[src/rtl/hilo_pkg.sv]
// hilo_pkg -- shared definitions for the HI/LO multiply/divide unit.
//   op_e       : 3-bit operation encoding presented on hilo_unit.op
//   state_t    : FSM state type with ST_IDLE / ST_ITER / ST_FIX encodings
//   ITER_COUNT : number of iteration cycles spent in ST_ITER (one result bit each)
//   ITER_LAST  : final value reached by the 6-bit iteration counter
package hilo_pkg;

    typedef enum logic [2:0] {
        OP_NONE  = 3'd0,
        OP_MULT  = 3'd1,
        OP_MULTU = 3'd2,
        OP_DIV   = 3'd3,
        OP_DIVU  = 3'd4,
        OP_MTHI  = 3'd5,
        OP_MTLO  = 3'd6,
        OP_RSVD  = 3'd7
    } op_e;

    typedef logic [1:0] state_t;

    localparam state_t ST_IDLE = 2'd0;
    localparam state_t ST_ITER = 2'd1;
    localparam state_t ST_FIX  = 2'd2;

    localparam int         ITER_COUNT = 32;
    localparam logic [5:0] ITER_LAST  = 6'(ITER_COUNT - 1);

    // Signed variants need magnitude conversion and a sign fix-up.
    function automatic logic is_signed_op(input op_e op_v);
        return (op_v == OP_MULT) || (op_v == OP_DIV);
    endfunction

endpackage

[src/rtl/div_iter.sv]
// div_iter -- restoring divider datapath on unsigned magnitudes.
//   clk, reset      : clock, asynchronous active-low reset
//   load            : capture dividend/divisor and clear the partial remainder
//   step            : produce one quotient bit, MSB first
//   dividend, divisor : W-bit unsigned magnitudes
//   quot, rem       : quotient / remainder after ITER_COUNT steps
// With divisor=0 every trial subtract succeeds, so the quotient becomes all
// ones and the remainder shifts in the whole dividend.
module div_iter #(
    parameter int W = 32
) (
    input  logic         clk,
    input  logic         reset,
    input  logic         load,
    input  logic         step,
    input  logic [W-1:0] dividend,
    input  logic [W-1:0] divisor,
    output logic [W-1:0] quot,
    output logic [W-1:0] rem
);

    logic [W-1:0] quot_r;
    logic [W-1:0] rem_r;
    logic [W-1:0] dsor_r;
    logic [W:0]   shifted_s;
    logic [W:0]   diff_s;

    // Trial subtract: bring down the next dividend bit and compare; diff_s[W] is the borrow.
    always_comb begin
        shifted_s = {rem_r, quot_r[W-1]};
        diff_s    = shifted_s - {1'b0, dsor_r};
    end

    // Remainder/quotient shift registers; quotient bits enter at the LSB as dividend bits leave the MSB.
    always_ff @(posedge clk or negedge reset) begin
        if (!reset) begin
            quot_r <= {W{1'b0}};
            rem_r  <= {W{1'b0}};
            dsor_r <= {W{1'b0}};
        end else if (load) begin
            quot_r <= dividend;
            rem_r  <= {W{1'b0}};
            dsor_r <= divisor;
        end else if (step) begin
            if (!diff_s[W]) begin
                rem_r  <= diff_s[W-1:0];
                quot_r <= {quot_r[W-2:0], 1'b1};
            end else begin
                rem_r  <= shifted_s[W-1:0];
                quot_r <= {quot_r[W-2:0], 1'b0};
            end
        end else begin
            quot_r <= quot_r;
            rem_r  <= rem_r;
            dsor_r <= dsor_r;
        end
    end

    assign quot = quot_r;
    assign rem  = rem_r;

endmodule

[src/rtl/hilo_unit.sv]
// hilo_unit -- MIPS-style HI/LO multiply/divide unit.
//   clk, reset : clock, asynchronous active-low reset
//   start, op  : request strobe and operation (hilo_pkg::op_e), taken when busy=0
//   a, b       : rs/rt operands (dividend/divisor, or mthi/mtlo data on a)
//   kill       : pipeline flush; aborts any in-flight operation, wins over start
//   busy       : iterative operation in progress
//   done, dz   : one-cycle pulses when mult/div results land in HI/LO (dz: divide by zero)
//   hi, lo     : architectural HI/LO registers
// Build option HILO_ITER_MULT_EN: mult/multu run 32-cycle shift-add through
// ITER/FIX like divide. Without it the product is computed combinationally and
// written on the acceptance edge.
// The iteration count is fixed at 32, so W is expected to stay 32.
module hilo_unit
    import hilo_pkg::*;
#(
    parameter int W = 32
) (
    input  logic         clk,
    input  logic         reset,
    input  logic         start,
    input  logic [2:0]   op,
    input  logic [W-1:0] a,
    input  logic [W-1:0] b,
    input  logic         kill,
    output logic         busy,
    output logic         done,
    output logic         dz,
    output logic [W-1:0] hi,
    output logic [W-1:0] lo
);

    function automatic logic [W-1:0] neg_w(input logic [W-1:0] x);
        return ~x + {{(W-1){1'b0}}, 1'b1};
    endfunction

    function automatic logic [2*W-1:0] neg_2w(input logic [2*W-1:0] x);
        return ~x + {{(2*W-1){1'b0}}, 1'b1};
    endfunction

    state_t       state_r;
    logic         busy_r;
    logic         done_r;
    logic         dz_r;
    logic [W-1:0] hi_r;
    logic [W-1:0] lo_r;
    logic [5:0]   cnt_r;
    logic         is_div_r;
    logic         q_neg_r;
    logic         r_neg_r;
    logic         dz_pend_r;
    logic [W-1:0] a_keep_r;

    op_e          op_s;
    logic         accept_s;
    logic         sgn_s;
    logic         a_neg_s;
    logic         b_neg_s;
    logic [W-1:0] a_mag_s;
    logic [W-1:0] b_mag_s;
    logic         is_div_op_s;
    logic         div_load_s;
    logic         div_step_s;
    logic [W-1:0] quot_s;
    logic [W-1:0] rem_s;

    assign op_s        = op_e'(op);
    assign accept_s    = start && !kill && !busy_r && (state_r == ST_IDLE);
    assign sgn_s       = is_signed_op(op_s);
    assign a_neg_s     = sgn_s && a[W-1];
    assign b_neg_s     = sgn_s && b[W-1];
    assign a_mag_s     = a_neg_s ? neg_w(a) : a;
    assign b_mag_s     = b_neg_s ? neg_w(b) : b;
    assign is_div_op_s = (op_s == OP_DIV) || (op_s == OP_DIVU);
    assign div_load_s  = accept_s && is_div_op_s;
    assign div_step_s  = (state_r == ST_ITER) && is_div_r;

    div_iter #(.W(W)) u_div_iter (
        .clk      (clk),
        .reset    (reset),
        .load     (div_load_s),
        .step     (div_step_s),
        .dividend (a_mag_s),
        .divisor  (b_mag_s),
        .quot     (quot_s),
        .rem      (rem_s)
    );

`ifdef HILO_ITER_MULT_EN
    logic [2*W-1:0] prod_r;
    logic [W-1:0]   mcand_r;
    logic [W:0]     psum_s;
    logic           mul_load_s;
    logic           mul_step_s;

    assign mul_load_s = accept_s && ((op_s == OP_MULT) || (op_s == OP_MULTU));
    assign mul_step_s = (state_r == ST_ITER) && !is_div_r;

    // Shift-add partial sum: add the multiplicand into the upper half when the current multiplier bit is set.
    always_comb begin
        if (prod_r[0]) begin
            psum_s = {1'b0, prod_r[2*W-1:W]} + {1'b0, mcand_r};
        end else begin
            psum_s = {1'b0, prod_r[2*W-1:W]};
        end
    end

    // Product register: multiplier magnitude starts in the low half and is consumed LSB first.
    always_ff @(posedge clk or negedge reset) begin
        if (!reset) begin
            prod_r  <= {(2*W){1'b0}};
            mcand_r <= {W{1'b0}};
        end else if (mul_load_s) begin
            prod_r  <= {{W{1'b0}}, b_mag_s};
            mcand_r <= a_mag_s;
        end else if (mul_step_s) begin
            prod_r  <= {psum_s, prod_r[W-1:1]};
            mcand_r <= mcand_r;
        end else begin
            prod_r  <= prod_r;
            mcand_r <= mcand_r;
        end
    end
`else
    logic [2*W-1:0] a_ext_s;
    logic [2*W-1:0] b_ext_s;
    logic [2*W-1:0] prod_s;

    // Sign- or zero-extend so a single 2W-bit multiply yields both signed and unsigned products.
    assign a_ext_s = sgn_s ? {{W{a[W-1]}}, a} : {{W{1'b0}}, a};
    assign b_ext_s = sgn_s ? {{W{b[W-1]}}, b} : {{W{1'b0}}, b};
    assign prod_s  = a_ext_s * b_ext_s;
`endif

    // Control FSM and architectural HI/LO; kill is checked first so it beats start and any result write.
    always_ff @(posedge clk or negedge reset) begin
        if (!reset) begin
            state_r   <= ST_IDLE;
            busy_r    <= 1'b0;
            done_r    <= 1'b0;
            dz_r      <= 1'b0;
            hi_r      <= {W{1'b0}};
            lo_r      <= {W{1'b0}};
            cnt_r     <= 6'd0;
            is_div_r  <= 1'b0;
            q_neg_r   <= 1'b0;
            r_neg_r   <= 1'b0;
            dz_pend_r <= 1'b0;
            a_keep_r  <= {W{1'b0}};
        end else begin
            done_r <= 1'b0;
            dz_r   <= 1'b0;
            if (kill) begin
                state_r <= ST_IDLE;
                busy_r  <= 1'b0;
                cnt_r   <= 6'd0;
            end else begin
                case (state_r)
                    ST_IDLE: begin
                        if (accept_s) begin
                            case (op_s)
                                OP_MULT, OP_MULTU: begin
`ifdef HILO_ITER_MULT_EN
                                    state_r   <= ST_ITER;
                                    busy_r    <= 1'b1;
                                    cnt_r     <= 6'd0;
                                    is_div_r  <= 1'b0;
                                    q_neg_r   <= a_neg_s ^ b_neg_s;
                                    r_neg_r   <= 1'b0;
                                    dz_pend_r <= 1'b0;
`else
                                    {hi_r, lo_r} <= prod_s;
                                    done_r       <= 1'b1;
`endif
                                end
                                OP_DIV, OP_DIVU: begin
                                    state_r   <= ST_ITER;
                                    busy_r    <= 1'b1;
                                    cnt_r     <= 6'd0;
                                    is_div_r  <= 1'b1;
                                    // Quotient negative when signs differ; remainder follows the dividend.
                                    q_neg_r   <= a_neg_s ^ b_neg_s;
                                    r_neg_r   <= a_neg_s;
                                    dz_pend_r <= (b == {W{1'b0}});
                                    a_keep_r  <= a;
                                end
                                OP_MTHI: hi_r <= a;
                                OP_MTLO: lo_r <= a;
                                default: begin
                                    hi_r <= hi_r;
                                    lo_r <= lo_r;
                                end
                            endcase
                        end else begin
                            state_r <= ST_IDLE;
                        end
                    end
                    ST_ITER: begin
                        if (cnt_r == ITER_LAST) begin
                            state_r <= ST_FIX;
                            cnt_r   <= 6'd0;
                        end else begin
                            cnt_r   <= cnt_r + 6'd1;
                        end
                    end
                    ST_FIX: begin
                        state_r <= ST_IDLE;
                        busy_r  <= 1'b0;
                        done_r  <= 1'b1;
                        if (is_div_r) begin
                            dz_r <= dz_pend_r;
                            if (dz_pend_r) begin
                                lo_r <= {W{1'b1}};
                                hi_r <= a_keep_r;
                            end else begin
                                lo_r <= q_neg_r ? neg_w(quot_s) : quot_s;
                                hi_r <= r_neg_r ? neg_w(rem_s) : rem_s;
                            end
                        end else begin
`ifdef HILO_ITER_MULT_EN
                            {hi_r, lo_r} <= q_neg_r ? neg_2w(prod_r) : prod_r;
`else
                            hi_r <= hi_r;
                            lo_r <= lo_r;
`endif
                        end
                    end
                    default: begin
                        state_r <= ST_IDLE;
                        busy_r  <= 1'b0;
                    end
                endcase
            end
        end
    end

    assign busy = busy_r;
    assign done = done_r;
    assign dz   = dz_r;
    assign hi   = hi_r;
    assign lo   = lo_r;

endmodule

[config.mk]
export PLATFORM = sky130hd
export DESIGN_NAME = hilo_unit
export DESIGN_NICKNAME = d
export VERILOG_FILES = /design/src/rtl/hilo_pkg.sv /design/src/rtl/div_iter.sv /design/src/rtl/hilo_unit.sv
export SDC_FILE = /design/constraint.sdc
export NUM_CORES = 2
export LEC_CHECK = 0
export ABC_AREA = 1
export ABC_CLOCK_PERIOD_IN_PS = 7250
export BUFFER_PORTS_ARGS = -buffer_cell sky130_fd_sc_hd__buf_2
export CAP_MARGIN = 20
export CORE_MARGIN = 3
export CORE_UTILIZATION = 49
export DETAILED_ROUTE_END_ITERATION = 6
export GPL_ROUTABILITY_DRIVEN = 0
export GPL_TIMING_DRIVEN = 0
export PLACE_DENSITY = 0.64
export SLEW_MARGIN = 20
export SYNTH_ARGS = -nofsm -noshare
export SYNTH_HDL_FRONTEND = slang
export SYNTH_HIERARCHICAL = 1
export SYNTH_SLANG_ARGS = --single-unit
[constraint.sdc]
create_clock -name clk -period 7.25 [get_ports clk]
set_input_delay 1.0875 -clock clk [delete_from_list [all_inputs] [get_ports clk]]
set_output_delay 1.0875 -clock clk [all_outputs]
set_load 0.05 [all_outputs]
==> impl_metrics.yaml <==
outcome:
  status: "finished with violations"
  violations: "design-rule violations, negative setup slack"
synth:
  ys_seq_area_share_pct: 8.02
  netlist_instances: 8337
  synth_area_um2: 64600
  synth_edf_count: 0
  ys.warnings.count: 6
  yosys.area.top_type: "fa_1"
  syn_avg_cell_area_um2: 7.75
  synth_ff_type: "dfrtp_1"
  synth-seq-cells: 207
  async_flop_share_pct: 100
  ys_types: 63
  syn_nets: 10173
  yosysTopAreaCellShare_pct: 44.0
  synthTopCellsByArea: "fa_1 44%, inv_1 14%, nand2_1 12%"
worst_setup_path:
  critPathArrivalTime_ps: 9520
  cp_slowest_cell: "fa_2"
  cp_max_fo: 8
  slowest_delay_ps: 640
  start_kind: "primary input"
  crit_top_cell: "fa_1"
  required_ps: 7650
  endpoint_kind: "flop"
  path_class: "in -> reg"
clock_tree:
  numClockSinks: 207
  h-tree-depth: 1
  cts_root_buffer: "clkbuf_16"
  cts.clk_slew.worst_paths_ps: 70
  tritoncts: "done"
  numCtsBuffers: 23
  clock_path_buffers: 3
  clock_latency_ps: 540
detailed_routing:
  first_iter_violations: 6590
  drc: 10
  num_vias: 57786
  viasPerCell: 5.53
  routedWlPerCell_um: 24.8
  wl_um: 259000
  final_antenna_net_count: 0
  dr.pass1.iters: 7
global_routing:
  grt_max_degree: 83
  grt_pass1_wl_um: 380000
  overflow: 0
  antenna_found_initial: 12
  grt_pass1_vias: 59441
  grt_usage_pct: 38.3
timing:
  rsz0062_at_grt: "yes"
  max_freq_mhz: 110
  report.final.slew_viol_count: 0
  whs_ps: 467
  final-hold-violation-count: 0
  finalWorstSetupSlack_ps: -1870
  worst_pin_slew_ps: 1060
  fin_crit_sh_pct: 126
  max_slew_margin_pct: 29.3
  fin_skew_ps: 15.7
  setup_violations: 53
  period_needed_ps: 9120
layout:
  area_growth_pct: 18.5
  mostFrequentLayoutCells: "2252 x inv_1, 1878 x nand2_1, 1297 x fa_1"
  layout_commonest_cell: "inv_1"
  fill_cells: 11763
  regArea_um2: 5180
  finalNetCount: 10516
  multiInputGateArea_um2: 52800
  drive_gt1_share_pct: 18.0
  fin_area_um2: 76500
die:
  start_util_pct: 49.6
  dieArea_um2: 136000
  dieHeight_um: 369
  die_w_um: 369
  core_um2: 130000
  io_pins: 138
  fp-row-count: 132
hold_path:
  hold_class: "reg -> reg"
placed_design:
  dp_hpwl_um: 214000
  place_area_um2: 70100
  place.port_buffers: 83
run:
  maxCapViolCount: 0
==> layout make-up <==
cell class	instances	area share (%)
multi-input combinational	5357	69.0
inverter	2420	12.0
sequential	207	6.77
buffer	349	4.72
timing repair buffer	322	3.64
tap	1742	2.85
clock buffer	31	0.857
clock inverter	11	0.155
antenna	8	0.0262
==> registers in the layout (all words and copies together) (netlist names) <==
| signal | cells |
|---|---|
| u_div_iter/quot | 32 |
| dz_pend_r | 1 |
| state_r | 2 |
| u_div_iter/rem | 32 |
| busy | 1 |
| done | 1 |
| r_neg_r | 1 |
| lo | 32 |
| q_neg_r | 1 |
| hi | 32 |
| dz | 1 |
| u_div_iter/dsor_r | 32 |
| is_div_r | 1 |
| a_keep_r | 32 |
| cnt_r | 6 |
==> final timing paths <==
path                            start            endpoint  slack, ps  cells past startpoint
max reg2reg                state_r[1]  u_div_iter/rem[21]       3170                     16
max                             op[2]              hi[25]      -1870                     33
min in group asynchronous       reset  u_div_iter/rem[19]        480                      1
min reg2reg                    lo[18]              lo[18]        470                      2
max in group asynchronous       reset        a_keep_r[19]       5650                      3
min                            lo[18]              lo[18]        470                      2
==> kinds of logic after synthesis <==
family	count (synthesis)	synth area share, %
xor gates and xnor gates	128	1.74
buffers and inverters	2773	16.3
AOI/OAI and AO/OA	684	5.99
muxes	1	0.0174
DFF	207	8.02
and+or+nand+nor	2779	17.3
adders and majority gates	1765	50.7
==> metal layers <==
metal	GRT usage (%)	vias up	share of wire, %
met5	0	-	0.070
li1	-	24623	-
met4	22.4	12	7.9
met3	12.7	883	13
met2	57.2	3465	42
met1	48.7	28803	36
==> worst max-delay path: cells and delay by family <==
kind            cells  cell delay [ps]
simple gates        3              330
buf+inv            11             1180
fa+ha+maj          11             5730
compound gates      8             1150
==> per-stage QoR <==
step | setup WS [ps] | instances | utilization (%) | setup TNS [ps]
4_1_cts | -1740 | 10381 | 57.7 | -56870
3_5_place_dp | -3880 | 10164 | 53.9 | -139890
6_report | -1870 | 10447 | 58.8 | -64080
5_1_grt | -1970 | 10440 | 58.8 | -71170
2_1_floorplan | -1420 | 8337 | - | -39060
3_3_place_gp | -4040 | 10162 | 53.8 | -147250
==> cells in the mapped netlist (all sizes together) (2+ instances only) <==
| cell type | instances |
|---|---|
| dfrtp | 207 |
| clkbuf | 223 |
| o2111ai | 3 |
| a211oi | 5 |
| o21ai | 269 |
| nor4 | 14 |
| xor2 | 85 |
| a21boi | 7 |
| o22ai | 4 |
| a21o | 13 |
| a21oi | 270 |
| a31oi | 21 |
| nand3 | 163 |
| o211ai | 26 |
| ha | 345 |
| nor3 | 40 |
| o311ai | 3 |
| o21bai | 10 |
| fa | 1420 |
| xnor2 | 43 |
| o21a | 5 |
| a22oi | 2 |
| nand3b | 14 |
| nor2 | 444 |
| and3 | 9 |
| and2 | 6 |
| o221ai | 32 |
| o31ai | 11 |
| buf | 130 |
| or2 | 17 |
| nand2 | 2045 |
| nand4 | 25 |
| inv | 2416 |
| clkinv | 4 |
==> repair_timing <==
action                                  4_1_cts  5_1_grt
endpoints found under the setup margin       53       53
setup buffers                               175       61
hold buffers                                  0        0
pin swaps                                   346      243
gates resized for setup                     824      310
gates cloned                                  3        2
Power is not shown: default switching activity piles up to over one toggle a cycle in this logic, so the estimate is an artifact.
